[src/rtl/cache_arbiter_if.sv]
// Bus bundle between the two L1 caches, the arbiter and the physical-memory port.
// The arbiter uses the slave view; the surrounding caches/memory use the master view.
interface cache_arbiter_if #(
  parameter int ADDR_W = 32,
  parameter int LINE_W = 256
);
  logic              i_pmem_read;
  logic [ADDR_W-1:0] i_pmem_address;
  logic [LINE_W-1:0] i_pmem_rdata;
  logic              i_pmem_resp;

  logic              d_pmem_read;
  logic              d_pmem_write;
  logic [ADDR_W-1:0] d_pmem_address;
  logic [LINE_W-1:0] d_pmem_wdata;
  logic [LINE_W-1:0] d_pmem_rdata;
  logic              d_pmem_resp;

  logic              pmem_read;
  logic              pmem_write;
  logic [ADDR_W-1:0] pmem_address;
  logic [LINE_W-1:0] pmem_wdata;
  logic [LINE_W-1:0] pmem_rdata;
  logic              pmem_resp;

  logic              busy;

  modport slave (
    input  i_pmem_read, i_pmem_address,
    input  d_pmem_read, d_pmem_write, d_pmem_address, d_pmem_wdata,
    input  pmem_rdata, pmem_resp,
    output i_pmem_rdata, i_pmem_resp,
    output d_pmem_rdata, d_pmem_resp,
    output pmem_read, pmem_write, pmem_address, pmem_wdata,
    output busy
  );

  modport master (
    output i_pmem_read, i_pmem_address,
    output d_pmem_read, d_pmem_write, d_pmem_address, d_pmem_wdata,
    output pmem_rdata, pmem_resp,
    input  i_pmem_rdata, i_pmem_resp,
    input  d_pmem_rdata, d_pmem_resp,
    input  pmem_read, pmem_write, pmem_address, pmem_wdata,
    input  busy
  );
endinterface

[src/rtl/cache_arbiter.sv]
// Round-robin arbiter sharing one physical-memory port between icache and dcache.
// Latches the granted request and holds it on the memory side until pmem_resp.
module cache_arbiter #(
  parameter int ADDR_W = 32,
  parameter int LINE_W = 256
) (
  input logic            clk,
  input logic            rst,
  cache_arbiter_if.slave bus
);

  typedef enum logic [1:0] {
    IDLE    = 2'd0,
    SERVE_I = 2'd1,
    SERVE_D = 2'd2
  } state_t;

  state_t            r_state;
  state_t            w_next;
  logic              r_last_grant;
  logic              r_write;
  logic [ADDR_W-1:0] r_addr;
  logic [LINE_W-1:0] r_wdata;

  logic w_i_req;
  logic w_d_req;
  logic w_grant;
  logic w_grant_d;
  logic w_serving;

  assign w_i_req = bus.i_pmem_read;
  assign w_d_req = bus.d_pmem_read | bus.d_pmem_write;

  // On a tie the side that did not win last time is granted.
  always_comb begin
    w_next    = r_state;
    w_grant   = 1'b0;
    w_grant_d = 1'b0;
    case (r_state)
      IDLE: begin
        if (w_i_req && w_d_req) begin
          w_grant   = 1'b1;
          w_grant_d = ~r_last_grant;
        end else if (w_i_req || w_d_req) begin
          w_grant   = 1'b1;
          w_grant_d = w_d_req;
        end
        if (w_grant) begin
          w_next = w_grant_d ? SERVE_D : SERVE_I;
        end
      end
      SERVE_I, SERVE_D: begin
        if (bus.pmem_resp) begin
          w_next = IDLE;
        end
      end
      default: w_next = IDLE;
    endcase
  end

  always_ff @(posedge clk or negedge rst) begin
    if (!rst) begin
      r_state <= IDLE;
    end else begin
      r_state <= w_next;
    end
  end

  // A dcache read+write collision is treated as a write-back.
  always_ff @(posedge clk or negedge rst) begin
    if (!rst) begin
      r_last_grant <= 1'b1;
      r_write      <= 1'b0;
      r_addr       <= '0;
      r_wdata      <= '0;
    end else if (w_grant) begin
      r_last_grant <= w_grant_d;
      r_write      <= w_grant_d & bus.d_pmem_write;
      r_addr       <= w_grant_d ? bus.d_pmem_address : bus.i_pmem_address;
      r_wdata      <= w_grant_d ? bus.d_pmem_wdata : '0;
    end
  end

  assign w_serving = (r_state == SERVE_I) || (r_state == SERVE_D);

  assign bus.pmem_read    = w_serving & ~r_write;
  assign bus.pmem_write   = w_serving & r_write;
  assign bus.pmem_address = r_addr;
  assign bus.pmem_wdata   = r_wdata;
  assign bus.busy         = w_serving;

  assign bus.i_pmem_resp  = (r_state == SERVE_I) & bus.pmem_resp;
  assign bus.d_pmem_resp  = (r_state == SERVE_D) & bus.pmem_resp;
  assign bus.i_pmem_rdata = bus.pmem_rdata;
  assign bus.d_pmem_rdata = bus.pmem_rdata;

endmodule

[src/flat_wrapper.sv]
// flat-port wrapper written by rule: the top's interface ports become plain ports
module cache_arbiter_flat 
#(
  parameter int ADDR_W = 32,
  parameter int LINE_W = 256
)
  (clk, rst, bus_i_pmem_read, bus_i_pmem_address, bus_d_pmem_read, bus_d_pmem_write, bus_d_pmem_address, bus_d_pmem_wdata, bus_pmem_rdata, bus_pmem_resp, bus_i_pmem_rdata, bus_i_pmem_resp, bus_d_pmem_rdata, bus_d_pmem_resp, bus_pmem_read, bus_pmem_write, bus_pmem_address, bus_pmem_wdata, bus_busy);
  cache_arbiter_if #(.ADDR_W(ADDR_W), .LINE_W(LINE_W)) bus_i ();
  input logic clk;
  input logic rst;
  input wire logic [$bits(bus_i.i_pmem_read)-1:0] bus_i_pmem_read;
  input wire logic [$bits(bus_i.i_pmem_address)-1:0] bus_i_pmem_address;
  input wire logic [$bits(bus_i.d_pmem_read)-1:0] bus_d_pmem_read;
  input wire logic [$bits(bus_i.d_pmem_write)-1:0] bus_d_pmem_write;
  input wire logic [$bits(bus_i.d_pmem_address)-1:0] bus_d_pmem_address;
  input wire logic [$bits(bus_i.d_pmem_wdata)-1:0] bus_d_pmem_wdata;
  input wire logic [$bits(bus_i.pmem_rdata)-1:0] bus_pmem_rdata;
  input wire logic [$bits(bus_i.pmem_resp)-1:0] bus_pmem_resp;
  output wire logic [$bits(bus_i.i_pmem_rdata)-1:0] bus_i_pmem_rdata;
  output wire logic [$bits(bus_i.i_pmem_resp)-1:0] bus_i_pmem_resp;
  output wire logic [$bits(bus_i.d_pmem_rdata)-1:0] bus_d_pmem_rdata;
  output wire logic [$bits(bus_i.d_pmem_resp)-1:0] bus_d_pmem_resp;
  output wire logic [$bits(bus_i.pmem_read)-1:0] bus_pmem_read;
  output wire logic [$bits(bus_i.pmem_write)-1:0] bus_pmem_write;
  output wire logic [$bits(bus_i.pmem_address)-1:0] bus_pmem_address;
  output wire logic [$bits(bus_i.pmem_wdata)-1:0] bus_pmem_wdata;
  output wire logic [$bits(bus_i.busy)-1:0] bus_busy;
  assign bus_i.i_pmem_read = bus_i_pmem_read;
  assign bus_i.i_pmem_address = bus_i_pmem_address;
  assign bus_i.d_pmem_read = bus_d_pmem_read;
  assign bus_i.d_pmem_write = bus_d_pmem_write;
  assign bus_i.d_pmem_address = bus_d_pmem_address;
  assign bus_i.d_pmem_wdata = bus_d_pmem_wdata;
  assign bus_i.pmem_rdata = bus_pmem_rdata;
  assign bus_i.pmem_resp = bus_pmem_resp;
  assign bus_i_pmem_rdata = bus_i.i_pmem_rdata;
  assign bus_i_pmem_resp = bus_i.i_pmem_resp;
  assign bus_d_pmem_rdata = bus_i.d_pmem_rdata;
  assign bus_d_pmem_resp = bus_i.d_pmem_resp;
  assign bus_pmem_read = bus_i.pmem_read;
  assign bus_pmem_write = bus_i.pmem_write;
  assign bus_pmem_address = bus_i.pmem_address;
  assign bus_pmem_wdata = bus_i.pmem_wdata;
  assign bus_busy = bus_i.busy;
  cache_arbiter #(.ADDR_W(ADDR_W), .LINE_W(LINE_W)) u_core (.clk(clk), .rst(rst), .bus(bus_i));
endmodule
[config.mk]
export PLATFORM = sky130hd
export DESIGN_NAME = cache_arbiter_flat
export DESIGN_NICKNAME = d
export VERILOG_FILES = /design/src/rtl/cache_arbiter_if.sv /design/src/rtl/cache_arbiter.sv /design/src/flat_wrapper.sv
export SDC_FILE = /design/constraint.sdc
export NUM_CORES = 1
export LEC_CHECK = 0
export ABC_AREA = 1
export CAP_MARGIN = 15
export CORE_AREA = 5 5 541 543
export DETAILED_ROUTE_END_ITERATION = 8
export DIE_AREA = 0 0 546 548
export GPL_ROUTABILITY_DRIVEN = 0
export PLACE_DENSITY_LB_ADDON = 0.05
export SYNTH_ARGS = -nofsm -noshare
export SYNTH_HDL_FRONTEND = slang
export SYNTH_SLANG_ARGS = --single-unit
[constraint.sdc]
create_clock -name clk -period 3.75 [get_ports clk]
set_input_delay 0.75 -clock clk [delete_from_list [all_inputs] [get_ports clk]]
set_output_delay 0.75 -clock clk [all_outputs]
set_load 0.02 [all_outputs]
==> flow_summary.json <==
{
  "cts_made_buffers": 54,
  "yosysTopAreaCellShare_pct": 45.5,
  "reg2reg_depth": 5,
  "drt-wirelength-per-cell_um": 21.5,
  "cts_root_buf": "clkbuf_16",
  "slowest_stage": "clkdlybuf4s50_1",
  "setup_tns_ns": 0,
  "worst_ep_arrival_time_ns": 2.42,
  "hp-class": "reg -> reg",
  "path_depth": 5,
  "synth-edff-count": 0,
  "synth-async-reset-ratio_pct": 100,
  "syn-instance-count": 1931,
  "critPathTopFamily": "buffers and inverters",
  "worst_path_largest_cell_delay_ns": 0.80,
  "whs_ns": 0.470,
  "pre_cts_slack_ns": 0.854,
  "slew_violations": 0,
  "layout-drive-gt1-share_pct": 5.97,
  "timing.final.crit_share_pct": 84.4,
  "instances_no_fill": 5866,
  "cts_sinks": 292,
  "p_leak_nw": 10.2,
  "fmax_mhz": 316,
  "dp.cells": 5758,
  "p_seq_share_pct": 25.0,
  "numPortBuffers": 618,
  "crit_top_cell": "inv_1",
  "io_pins": 1387,
  "synth_top_flop_cell": "dfrtp_1",
  "met3_usage_pct": 5.56,
  "synth.most_common_cell": "nand2_1",
  "ant_nets": 0,
  "start_util_pct": 5.57,
  "drtIter0Drc": 514,
  "whs_path_depth": 2,
  "crit_type": "reg -> out",
  "busiest_layer": "met2",
  "drt_first_pass_iters": 4,
  "die_area_sq_um": 299000,
  "outcome": "finished, final reports clean",
  "vias": 13200,
  "syn2layout_area_growth_pct": 55.3,
  "grt-ovfl-total": 0,
  "drc": 0,
  "first_global_vias": 14900,
  "cp-start-kind": "flip-flop",
  "max_cap_violations": 0,
  "drt_wl_total_mm": 126,
  "cp_num_buf_inv": 3,
  "power.density_nw_per_um2": 877,
  "finalHoldViolations": 0,
  "synth_largest_area_cell": "dfrtp_1",
  "ys_types": 17,
  "grt_max_degree": 122,
  "switchingPower_mw": 10.2,
  "clock_path_buffers": 3,
  "synth-seq-cells": 292,
  "worst_pin_slew_ns": 1.03,
  "grtUsageTotal_pct": 8.16,
  "p_comb_share_pct": 50.1,
  "cts.repair.resized": 0,
  "max-vdd-ir-drop_mv": 0.370,
  "synthTopCellsByCount": "nand2_1, buf_4, dfrtp_1",
  "grt.met1_usage_pct": 8.34,
  "grt_antenna_before_repair": 50,
  "htreeDepth": 2,
  "clk_latency_ns": 0.71,
  "crit_chain": "inv_1 > ha_4 > nand2_1 > inv_1 > clkdlybuf4s50_1",
  "cts_tree": "built",
  "avgSynthCellArea_sq_um": 8.29,
  "vias_per_cell": 2.25,
  "period_needed_ns": 3.17,
  "synth.area.top_cells": "dfrtp_1, buf_4, nand2_1, nand3_1, inv_1",
  "die_w_um": 546,
  "setup_violations": 0,
  "hpwlAfterDp_mm": 100,
  "yosys_warnings": 0,
  "clk_pin_slew_ns": 0.06,
  "grt_pass1_wl_mm": 164,
  "setup_ws_ns": 0.584,
  "skew_ns": 0.0441,
  "relSlewSlack_pct": 31.1,
  "final_util_pct": 8.65,
  "cp_max_fo": 3,
  "p_int_mw": 11.6,
  "coreArea_sq_um": 287000,
  "met2_usage_pct": 12.7,
  "p_sw_share_pct": 46.6,
  "rsz0062_at_grt": "no",
  "synthesis.area_sq_um": 16000,
  "rows": 197,
  "clkPwrFrac_pct": 24.9,
  "synthesis.nets": 2516,
  "synth_sequential_area_ratio_pct": 45.7,
  "die_h_um": 548,
  "cp_data_required_time_ns": 3.00,
  "crit_path_end_kind": "output pin",
  "fin_nets": 2619
}
power groups by stage:
stage / Sequential [mW] / Clock, mW / Combinational (mW)
2_1_floorplan: 6.89 / 0 / 4.07
3_3_place_gp: 5.54 / 0 / 11.7
3_5_place_dp: 5.50 / 0 / 11.6
4_1_cts: 5.51 / 5.85 / 11.6
5_1_grt: 5.64 / 5.89 / 12.1
6_report: 5.44 / 5.43 / 10.9
flip-flops by register name (all words and copies together) (netlist names):
name	count
u_core.r_last_grant	1
u_core.bus.pmem_address	32
u_core.bus.pmem_wdata	256
u_core.r_state	2
u_core.r_write	1
layer usage:
metal | part of all wire (%) | vias up
li1 | - | 5696
met1 | 36 | 6228
met2 | 44 | 824
met3 | 15 | 373
met4 | 5.5 | 56
met5 | 0.27 | -
final cells by class:
type,count,area (sq um)
inverter,75,282
timing repair buffer,657,6620
antenna,8,20.0
clock inverter,14,292
multi-input combinational,954,4030
sequential,292,7310
fill,33300,262000
tap,3781,4730
clock buffer,85,1570
what timing repair did:
item | 4_1_cts | 5_1_grt
hold buffers | 1 | 0
setup buffers | 0 | 0
endpoints found under the hold margin | 30 | 0
final timing paths:
check | start | endpoint | slack, ns
worst max-delay path | u_core.r_state[0] | bus_pmem_write | 0.58
worst min-delay path | u_core.r_last_grant | u_core.r_last_grant | 0.47
worst max register to register | u_core.r_state[0] | u_core.bus.pmem_wdata[86] | 1.51
worst min register to register | u_core.r_last_grant | u_core.r_last_grant | 0.47
max in group asynchronous | rst | u_core.bus.pmem_wdata[109] | 2.17
min in group asynchronous | rst | u_core.bus.pmem_wdata[26] | 0.57
layout by cell type, fill, tap and decap left out, drive strengths merged:
| cell | synthesis | layout |
|---|---|---|
| dfstp | 1 | 1 |
| diode | 0 | 8 |
| nand2 | 653 | 653 |
| or2 | 1 | 1 |
| clkinv | 0 | 3 |
| dfrtp | 291 | 291 |
| o21ai | 4 | 4 |
| inv | 75 | 77 |
| clkdlybuf4s50 | 0 | 617 |
| nand3 | 290 | 290 |
| bufinv | 0 | 7 |
| clkbuf | 16 | 85 |
| clkinvlp | 0 | 2 |
| ha | 3 | 3 |
| dlygate4sd3 | 0 | 1 |
| nor2 | 3 | 3 |
| buf | 594 | 39 |
worst register-to-register path: stages, from the launching register on:
cell	delay, ns
dfrtp_1	0.40
inv_1	0.13
ha_4	0.34
buf_12	0.43
nand3_1	0.74
nand2_1	0.14
cell families (layout without fill, tap and decap cells):
group,Yosys count,after routing,synth area share [%]
other cells,0,8,0
fa+ha+maj,3,3,0.235
flops,292,292,45.7
buf+inv,685,831,29.3
simple gates,947,947,24.6
compound gates,4,4,0.125
through the flow:
step / total power [mW] / instance area (sq um)
final: 21.8 / 24900
after global routing: 23.6 / 24800
after global placement: 17.2 / 23000
after CTS: 23.0 / 24800
after floorplan: 11.0 / 16000
after detailed placement: 17.1 / 23000
Note: power is estimated with default switching activity, not from simulation.
==> RTL change: new RTL, same settings <==
The 3 states of `state_t` get a one-hot encoding in 3 bits.
--- a/src/rtl/cache_arbiter.sv
+++ b/src/rtl/cache_arbiter.sv
@@ -10,8 +10,8 @@
 );
 
-  typedef enum logic [1:0] {
-    IDLE    = 2'd0,
-    SERVE_I = 2'd1,
-    SERVE_D = 2'd2
+  typedef enum logic [2:0] {
+    IDLE    = 3'b001,
+    SERVE_I = 3'b010,
+    SERVE_D = 3'b100
   } state_t;
 
Function: same outputs for any inputs over 4 cycles, from zero or initial values and one cycle with rst low; so few cycles prove little.
==> RTL change against the unedited design <==
Final area about the same. Critical path type unchanged. Sequential cell count increased by 1. Area after synthesis decreased by 0.95%. Worst setup slack got worse by 0.0040 ns. Wire length decreased by 22%. Critical endpoint is now bus_pmem_read. Largest power group unchanged. Non-clock buffer count increased by 2. Power decreased by 2.4%. Sequential power decreased by 1%. Clock skew decreased by 0.017 ns.
==> RTL change: results <==
{
  "status": "complete, no violations",
  "finalInstanceArea_sq_um": 24900,
  "r2r_slack_ns": 1.47,
  "drive_above_1_share_pct": 6.03,
  "grt_pass1_vias": 14179,
  "reg2reg_to": "u_core.bus.pmem_wdata[71]$_DFFE_PN0P_",
  "worstMarginPinSlew_ns": 0.813,
  "dpl_worst_slack_ns": 0.711,
  "place_inst": 5759,
  "placed_cell_area_sq_um": 23000,
  "synth_compound_area_share_pct": 0.0947,
  "finClkSkew_ns": 0.0268,
  "critical_path.top_delay_family": "simple AND/OR/NAND/NOR gates",
  "worstPathMaxFanout": 5,
  "fin_hold_ws_ns": 0.0977,
  "layout.nets": 2615,
  "grt.total_usage_pct": 6.39,
  "grt_pass1_wl_microns": 132000,
  "fillers": 33377,
  "power.leakage_nw": 10.2,
  "reg2reg_depth": 6,
  "first_iter_violations": 412,
  "syn_inst": 1928,
  "finalNonFillerCells": 5864,
  "hold_class": "primary input to async pin",
  "crit_path_top_delay_cell": "dfstp_2",
  "synth_fa_ha_area_share_pct": 0,
  "clk-insertion-delay-late_ns": 0.68,
  "synthTopCellsByCount": "650 x nand2_1, 513 x buf_4, 291 x dfrtp_1",
  "antenna_found_initial": 29
}
-- RTL change: changes by cell type after synthesis, sizes merged --
cell and delta:
buf +4, clkbuf -5, dfstp +1, ha -3, inv -35, nand2 -2, nand3 -33, nor2 +68
nor3 +2, nor4 +2, o21ai -1, or2 -1
-- RTL change: report_power, final --
part           total [mW]  internal, mW  switching, mW
combinational        10.6          3.90           6.66
clock                5.36          3.30           2.06
sequential           5.36          4.57          0.788
-- RTL change: metal layers --
layer  routed length (microns)  vias to the layer above  track usage, %
li1                          -                     5720               -
met1                     38700                     5791            7.01
met2                     42300                      693            9.79
met3                     12900                      270            3.97
met4                      4520                       24            2.82
met5                       151                        -               0
-- RTL change: cell type report --
class	count	share of cell area (%)
clock buffer	74	5.81
timing repair buffer	659	27.1
tap	3781	19.0
sequential	293	29.5
clock inverter	21	1.48
multi-input combinational	986	16.4
inverter	40	0.604
antenna	10	0.101
